--- src/rtl/counter_sched_pkg.sv ---
// counter_sched shared types, defaults and helpers.
// Imported by the interface, the scheduler and its bench.
package counter_sched_pkg;

  localparam int DEF_NREQ = 4;
  localparam int DEF_CW   = 4;
  localparam int MAX_NREQ = 8;

  typedef enum logic [1:0] {
    IDLE = 2'd0,
    RUN  = 2'd1,
    DONE = 2'd2
  } state_t;

  function automatic logic [MAX_NREQ-1:0] onehot(
    input int unsigned idx
  );
    onehot = MAX_NREQ'(1) << idx;
  endfunction

endpackage

--- src/rtl/counter_sched_if.sv ---
// Requester-side bundle of the shared-counter scheduler.
// master = requester agents, slave = scheduler.
interface counter_sched_if
  import counter_sched_pkg::*;
#(
  parameter int NREQ = DEF_NREQ,
  parameter int CW   = DEF_CW
) ();

  logic [NREQ-1:0]    req;
  logic [NREQ*CW-1:0] len;
  logic [NREQ-1:0]    gnt;
  logic [NREQ-1:0]    done;
  logic               busy;
  logic [CW-1:0]      q;

  modport master (
    output req, len,
    input  gnt, done, busy, q
  );

  modport slave (
    input  req, len,
    output gnt, done, busy, q
  );

endinterface

--- src/rtl/counter_core.sv ---
// Shared CW-bit up-counter with synchronous clear and enable.
// Clear has priority over enable.
module counter_core #(
  parameter int CW = 4
) (
  input  logic          clk,
  input  logic          reset,
  input  logic          clr,
  input  logic          en,
  output logic [CW-1:0] q
);

  always_ff @(posedge clk or negedge reset) begin
    if (!reset) begin
      q <= '0;
    end else if (clr) begin
      q <= '0;
    end else if (en) begin
      q <= q + CW'(1);
    end
  end

endmodule

--- src/rtl/counter_sched.sv ---
// Round-robin scheduler sharing one interval counter.
// ptr holds the current/last winner; search starts at ptr+1.
module counter_sched
  import counter_sched_pkg::*;
#(
  parameter int NREQ = DEF_NREQ,
  parameter int CW   = DEF_CW
) (
  input  logic           clk,
  input  logic           reset,
  counter_sched_if.slave bus
);

  localparam int PW = $clog2(NREQ);

  state_t        state;
  logic [PW-1:0] ptr;
  logic [PW-1:0] win;
  logic [PW-1:0] cand;
  logic          found;
  logic [CW-1:0] len_l;
  logic [CW-1:0] q;
  logic          hit;
  logic          hold;
  logic          clr;
  logic          en;

  always_comb begin
    win   = ptr;
    cand  = ptr;
    found = 1'b0;
    for (int k = 1; k <= NREQ; k++) begin
      cand = PW'((int'(ptr) + k) % NREQ);
      if (!found && bus.req[cand]) begin
        found = 1'b1;
        win   = cand;
      end
    end
  end

  assign hit  = (q == len_l);
  assign hold = bus.req[ptr];
  assign clr  = (state == IDLE) && found;
  assign en   = (state == RUN) && hold && !hit;

  counter_core #(
    .CW(CW)
  ) u_core (
    .clk  (clk),
    .reset(reset),
    .clr  (clr),
    .en   (en),
    .q    (q)
  );

  assign bus.q = q;

  always_ff @(posedge clk or negedge reset) begin
    if (!reset) begin
      state    <= IDLE;
      ptr      <= PW'(NREQ - 1);
      len_l    <= '0;
      bus.gnt  <= '0;
      bus.done <= '0;
      bus.busy <= 1'b0;
    end else begin
      unique case (state)
        IDLE: begin
          if (found) begin
            state    <= RUN;
            ptr      <= win;
            len_l    <= bus.len[win*CW +: CW];
            bus.gnt  <= NREQ'(onehot(win));
            bus.busy <= 1'b1;
          end
        end
        RUN: begin
          // abort outranks completion on the same edge
          if (!hold) begin
            state    <= IDLE;
            bus.gnt  <= '0;
            bus.busy <= 1'b0;
          end else if (hit) begin
            state    <= DONE;
            bus.done <= bus.gnt;
          end
        end
        DONE: begin
          state    <= IDLE;
          bus.gnt  <= '0;
          bus.done <= '0;
          bus.busy <= 1'b0;
        end
        default: begin
          state <= IDLE;
        end
      endcase
    end
  end

endmodule

--- src/flat_wrapper.sv ---
// flat-port wrapper written by rule: the top's interface ports become plain ports
module counter_sched_flat import counter_sched_pkg::*;
#(
  parameter int NREQ = DEF_NREQ,
  parameter int CW   = DEF_CW
)
  (clk, reset, bus_req, bus_len, bus_gnt, bus_done, bus_busy, bus_q);
  counter_sched_if #(.NREQ(NREQ), .CW(CW)) bus_i ();
  input  logic clk;
  input  logic reset;
  input wire logic [$bits(bus_i.req)-1:0] bus_req;
  input wire logic [$bits(bus_i.len)-1:0] bus_len;
  output wire logic [$bits(bus_i.gnt)-1:0] bus_gnt;
  output wire logic [$bits(bus_i.done)-1:0] bus_done;
  output wire logic [$bits(bus_i.busy)-1:0] bus_busy;
  output wire logic [$bits(bus_i.q)-1:0] bus_q;
  assign bus_i.req = bus_req;
  assign bus_i.len = bus_len;
  assign bus_gnt = bus_i.gnt;
  assign bus_done = bus_i.done;
  assign bus_busy = bus_i.busy;
  assign bus_q = bus_i.q;
  counter_sched #(.NREQ(NREQ), .CW(CW)) u_core (.clk(clk), .reset(reset), .bus(bus_i));
endmodule
--- config.mk ---
export PLATFORM = sky130hd
export DESIGN_NAME = counter_sched_flat
export DESIGN_NICKNAME = d
export VERILOG_FILES = /design/src/rtl/counter_sched_pkg.sv /design/src/rtl/counter_sched_if.sv /design/src/rtl/counter_core.sv /design/src/rtl/counter_sched.sv /design/src/flat_wrapper.sv
export SDC_FILE = /design/constraint.sdc
export NUM_CORES = 1
export LEC_CHECK = 0
export ABC_AREA = 1
export BUFFER_PORTS_ARGS = -buffer_cell sky130_fd_sc_hd__buf_4
export CAP_MARGIN = 15
export CORE_MARGIN = 2
export CORE_UTILIZATION = 32
export DETAILED_ROUTE_END_ITERATION = 10
export PLACE_DENSITY_LB_ADDON = 0.25
export SLEW_MARGIN = 10
export SYNTH_ARGS = -nofsm -noshare
export SYNTH_HDL_FRONTEND = slang
export SYNTH_SLANG_ARGS = --single-unit
--- constraint.sdc ---
create_clock -name clk -period 1.85 [get_ports clk]
set_input_delay 0.2775 -clock clk [delete_from_list [all_inputs] [get_ports clk]]
set_output_delay 0.2775 -clock clk [all_outputs]
set_load 0.02 [all_outputs]
# After elaboration in Yosys (flattened, before gate mapping)
# Cells that the tools add are included.
[word_totals] register_bits=21 input_bits=22 out_inout_bits=13 elab_cells=78
[op_classes] addsub=5 n_lt_le_gt_ge=5 n_eq_ne=8 shift=2 n_mux=33 n_reduce_logical=18
[op_table] operator="$mux 4" n=6
[op_table] operator="$shiftx 16x5->4" n=1
[op_table] operator="$lt 2x3->1 const B" n=5
[op_table] operator="$mux 2" n=7
[op_table] operator="$pmux 4 s3" n=1
[op_table] operator="$mux 1" n=11
[op_table] operator="$bmux 1 s2" n=5
[op_table] operator="$pmux 4 s2" n=1
[op_table] operator="$logic_and 1x1->1" n=6
[op_table] operator="$ne 2x1->1 const B" n=3
[op_table] operator="$reduce_and 3->1" n=2
[op_table] operator="$add 2x1->2 const B" n=2
[op_table] operator="$add 2x2->2 const B" n=2
[op_table] operator="$add 4x1->4 const B" n=1
[op_table] operator="$eq 4x4->1" n=1
[op_table] operator="$logic_not 1->1" n=4
[op_table] operator="$pmux 2 s2" n=1
[op_table] operator="$reduce_and 2->1" n=2
[op_table] operator="$reduce_bool 2->1" n=2
[op_table] operator="$shl 1x2->4 const A" n=1
[op_table] operator="$ne 3x2->1 const B" n=1
[op_table] operator="$pmux 1 s3" n=1
[op_table] operator="$reduce_bool 3->1" n=1
[op_table] operator="$eq 2x1->1 const B" n=1
[op_table] operator="other kinds (3)" n=3

# Logic depth before layout (Yosys ltp)
[logic_depth] depth_word=16 depth_mapped=14

# Hierarchy
# A second synthesis with hierarchy kept.
[unflattened] hier_cells=205 area_unflattened_um2=1465.2
[modules_own_cells] module="counter_sched" n_inst=1 cells_each=181 area_per_inst_um2=1263.7 seq_area_each_um2=427.9
[modules_own_cells] module="counter_core" n_inst=1 cells_each=24 area_per_inst_um2=201.4 seq_area_each_um2=100.1

# Least setup slack after synthesis
# Ideal clock, no wire load.
[synth_timing] kind="reg2reg" startpoint="register u_core.ptr[1]" endpoint="register u_core.len_l[0]" arrival_time_ns=1.540 setup_slack_ns=0.193 path_stages_with_launch=15 n_path_buf=1 cell_sequence="dfstp_2 > buf_4 > inv_2 > nand2_1 > nand2_2 > nand2_2 > nand2_4 > inv_4 > nand3_2 > inv_2 > nand2_1 > nand2_2 > nand3_1 > nand3_1 > nand2_1"
[synth_via] elab_chain_len=14 word_cells_on_any_way=28
[synth_lines] element="start, declared" line="counter_sched.sv:17" text="logic [PW-1:0] ptr;"
[synth_lines] element="start signal, assigned" line="counter_sched.sv:61" text="ptr <= PW'(NREQ - 1);"
[synth_lines] element="start signal, assigned" line="counter_sched.sv:71" text="ptr <= win;"
[synth_lines] element="$add 2x1->2" line="counter_sched.sv:33" text="cand = PW'((int'(ptr) + k) % NREQ);"
[synth_lines] element="$bmux 1 s2" line="counter_sched.sv:34" text="if (!found && bus.req[cand]) begin"
[synth_lines] element="$mux 1 (implied by the code)" line="counter_sched.sv:34"
[synth_lines] element="$mux 1" line="counter_sched.sv:34"
[synth_lines] element="$logic_not 1->1" line="counter_sched.sv:34"
[synth_lines] element="$logic_and 1x1->1" line="counter_sched.sv:34"
[synth_lines] element="$mux 1" line="counter_sched.sv:34"
[synth_lines] element="$logic_not 1->1" line="counter_sched.sv:34"
[synth_lines] element="$logic_and 1x1->1" line="counter_sched.sv:34"
[synth_lines] element="$mux 1" line="counter_sched.sv:34"
[synth_lines] element="$logic_not 1->1" line="counter_sched.sv:34"
[synth_lines] element="$logic_and 1x1->1" line="counter_sched.sv:34"
[synth_lines] element="$mux 2 or $mux 1 (tied branches)" line="counter_sched.sv:34"
[synth_lines] element="$shiftx 16x5->4 or $reduce_and 2->1 (tied branches)"
[synth_lines] element="end signal, assigned" line="counter_sched.sv:72" text="len_l <= bus.len[win*CW +: CW];"
[synth_lines] element="end, declared" line="counter_sched.sv:21" text="logic [CW-1:0] len_l;"
# Several ways; a longest one is shown, not always the timed one. The select of a mux whose other input is x is not followed.
# A chain may end at the register's enable or synchronous reset.

# Worst setup path in the final report
[layout_timing] startpoint="register u_core.ptr[0]" endpoint="register u_core.bus.gnt[0]"
[layout_via] elab_chain_len=16 word_cells_on_any_way=34
[layout_lines] element="$add 2x1->2" line="counter_sched.sv:33"
[layout_lines] element="$bmux 1 s2" line="counter_sched.sv:34"
[layout_lines] element="$mux 1 (implied by the code)" line="counter_sched.sv:34"
[layout_lines] element="$mux 1" line="counter_sched.sv:34"
[layout_lines] element="$logic_not 1->1" line="counter_sched.sv:34"
[layout_lines] element="$logic_and 1x1->1" line="counter_sched.sv:34"
[layout_lines] element="$mux 1" line="counter_sched.sv:34"
[layout_lines] element="$logic_not 1->1" line="counter_sched.sv:34"
[layout_lines] element="$logic_and 1x1->1" line="counter_sched.sv:34"
[layout_lines] element="$mux 1" line="counter_sched.sv:34"
[layout_lines] element="$logic_not 1->1" line="counter_sched.sv:34"
[layout_lines] element="$logic_and 1x1->1" line="counter_sched.sv:34"
[layout_lines] element="$mux 2" line="counter_sched.sv:34"
[layout_lines] element="$shl 1x2->4" line="counter_sched_pkg.sv:18" text="onehot = MAX_NREQ'(1) << idx;"
[layout_lines] element="$mux 4" line="counter_sched.sv:69" text="if (found) begin"
[layout_lines] element="$pmux 4 s3" line="counter_sched.sv:67" text="unique case (state)"
[layout_lines] element="end signal, assigned" line="counter_sched.sv:73" text="bus.gnt <= NREQ'(onehot(win));"
[layout_lines] element="end, declared" line="counter_sched_if.sv:24" text="output gnt, done, busy, q"
# Several ways; a longest one is shown, not always the timed one. The select of a mux whose other input is x is not followed.

==> results.toml <==
[sta]
max_slew.worst_pin.slew_ns = 0.289
fin_crit_ns = 1.82
rsz0062_at_grt = "true"
finalHoldWorstSlack_ns = 0.362
setup_violations = 0
hold_violations = 0
fin_worst_skew_ns = 0.00378
drv_slew = 0
fin_ws_ns = 0.0313
max-slew-margin-rel_pct = 80.7
period_share_pct = 98.3
fmaxAchievable_mhz = 550

[routing]
drtIter0Drc = 29
wl_per_cell_microns = 12.4
drc_errors = 0
firstDrtPassIters = 4
viasPerCell = 4.79
num_vias = 1457
ant_nets = 0
wl_microns = 3770

[finish]
layout.nets = 280
syn2layout_area_growth_pct = 40.0
antenna_cells = 0
drive_gt1_share_pct = 36.5
final_util_pct = 46.9
final_common_cell = "nand2_1"
fillCellCount = 449
mostFrequentLayoutCells = "nand2_1 (49), buf_4 (46), nand3_1 (33)"

[clocking]
clk_pin_slew_ns = 0.08
htree_num_levels = 1
cts_max_path_buffers = 2
tritoncts = "built"
numClockSinks = 21
cts-root-buf = "clkbuf_8"
numCtsBuffers = 3
clock_latency_ns = 0.26

[worst_setup_path]
start_kind = "flip-flop"
slowest_stage = "dfstp_2"
cp.required_ns = 2.00
crit_type = "reg -> reg"
cp-startpoint = "u_core.ptr[0]$_DFFE_PN1P_"
worst_ep_arrival_time_ns = 1.97
critPathCaptureType = "flip-flop"
r2r-end = "u_core.bus.gnt[0]$_DFFE_PN0P_"
critPathMaxFanout = 6
reg2reg_slack_ns = 0.03
worstPathCellList = "buf_4, nand2_1, nand2_2, nand2_4, nand2_4, inv_6, nand3_4, inv_2, nand2_1, nand2_4, buf_4, nand2_1, o21ai_1"
max_stage_delay_ns = 0.58
reg2reg_from = "u_core.ptr[0]$_DFFE_PN1P_"
reg2reg_depth = 13

[synth]
syn_inst = 200
netlist_area_sq_um = 1480
synthDistinctLibCells = 26
synth-warning-count = 0
yosysSeqAreaShare_pct = 35.7
synth_seq_cells = 21
synth_nets = 227
synth_area_per_cell_sq_um = 7.39

[run_status]
status = "complete, no violations"

[global_routing]
grt_first_pass_wirelength_microns = 5710
antenna_found_initial = 0
grt.overflow.total = 0
grt_pass1_vias = 1333
grt_max_degree = 22
grt_usage_pct = 13.7

[hold_path]
worstHoldPathCells = 5
hp-start = "bus_len[12]"
min_path_type = "in -> reg"
min_to = "u_core.len_l[0]$_DFFE_PN0P_"

[placed_design]
globalplace.congestion = 0.790
io_buffers = 34
place_hpwl_microns = 2630
dp_slack_ns = -0.0154

[power_and_ir_drop]
ir_drop_mv = 1.22
p_leak_uw = 0.00104
power_density_nw_per_um2 = 2060

[die]
initial_core_util_pct = 33.5
ios = 35
die-area_sq_um = 5180
fp-row-count = 24
die_x_microns = 72.0
core_sq_um = 4410
die_y_microns = 72.0

[run]
cap_violations = 0
[state kept, by name, summed over array words and instances (netlist names)]
register and cells:
u_core.state 2, u_core.u_core.q 4, u_core.bus.done 4, u_core.len_l 4, u_core.bus.busy 1, u_core.bus.gnt 4
u_core.ptr 2
[worst max-delay path: cells and delay by family, from the launching register on]
family                 cells  cell delay [ns]
flip-flops                 1             0.58
AND/OR/NAND/NOR            8             0.69
buffers and inverters      4             0.37
AO/OA/AOI/OAI              1             0.06
[through the flow]
stage / setup TNS (ns) / total power, uW / std cells / cell area, sq um
floorplan: 0 / 2670 / 200 / 1480
global placement: 0 / 3250 / 288 / 1810
detailed placement: -0.0196 / 3270 / 288 / 1810
CTS: 0 / 3650 / 298 / 1900
global route: -0.560 / 4650 / 304 / 2070
finish: 0 / 4260 / 304 / 2070
[routing by layer]
layer,track usage [%],part of all wire [%],wire length (microns),vias to the layer above
met4,2.52,0.66,25,0
met2,23.0,51,1930,32
li1,-,-,-,768
met3,3.06,4.3,163,2
met5,0,0,0,-
met1,18.5,44,1650,655
[what timing repair did]
| item | 4_1_cts | 5_1_grt |
|---|---|---|
| cloned | 0 | 2 |
| setup endpoints to repair | 4 | 9 |
| pin swaps | 0 | 14 |
| gates resized for setup | 0 | 26 |
| endpoints found under the hold margin | 19 | 0 |
| setup buffers | 5 | 4 |
| hold buffers | 1 | 0 |
[cell families (layout without fill, tap and decap cells)]
| family | after synthesis | in the layout | synth area share, % |
|---|---|---|---|
| compound gates | 21 | 21 | 8.04 |
| simple gates | 125 | 127 | 42.6 |
| fa+ha+maj | 5 | 5 | 4.23 |
| xor+xnor | 4 | 4 | 2.37 |
| buf+inv | 24 | 74 | 7.03 |
| flops | 21 | 21 | 35.7 |
[cell type report]
class	instances	area, sq um	area share (%)
Inverter	22	90.1	4.36
Clock buffer	4	45.0	2.18
Multi-Input combinational cell	157	973	47.1
Tap cell	52	65.1	3.15
Timing Repair Buffer	48	367	17.7
Sequential cell	21	528	25.5
[cell usage after synthesis]
cell type	n	share of area (%)
nand2_1	55	14
nand3_1	34	12
dfrtp_1	19	32
inv_1	17	4.3
nand2_2	13	5.5
nor2_1	8	2.0
o21ai_0	6	2.0
a21oi_1	5	1.7
ha_1	5	4.2
nand2_4	5	3.8
o21ai_1	5	1.7
inv_2	4	1.0
o31ai_1	4	2.0
xnor2_1	4	2.4
nand4_1	3	1.3
dfstp_2	2	3.6
nor2_2	2	0.85
buf_4	1	0.51
buf_6	1	0.76
inv_4	1	0.42
nand3_2	1	0.68
nand3_4	1	1.2
nor2_4	1	0.76
nor3_1	1	0.34
nor3_2	1	0.68
o2111ai_1	1	0.59
[worst max-delay path by stage]
stage,endpoint,slack [ns]
final,u_core.bus.gnt[0]$_DFFE_PN0P_,0.03
after floorplan,u_core.len_l[0]$_DFFE_PN0P_,0.19
after global placement,u_core.len_l[3]$_DFFE_PN0P_,0.02
after global routing,u_core.len_l[3]$_DFFE_PN0P_,-0.09
after CTS,u_core.len_l[3]$_DFFE_PN0P_,0.02
after detailed placement,u_core.len_l[3]$_DFFE_PN0P_,-0.02
[report_power, final]
group	switching [uW]	internal, uW
Sequential	138	648
Combinational	1960	1220
Clock	146	153
(Power assumes the default switching activity.)
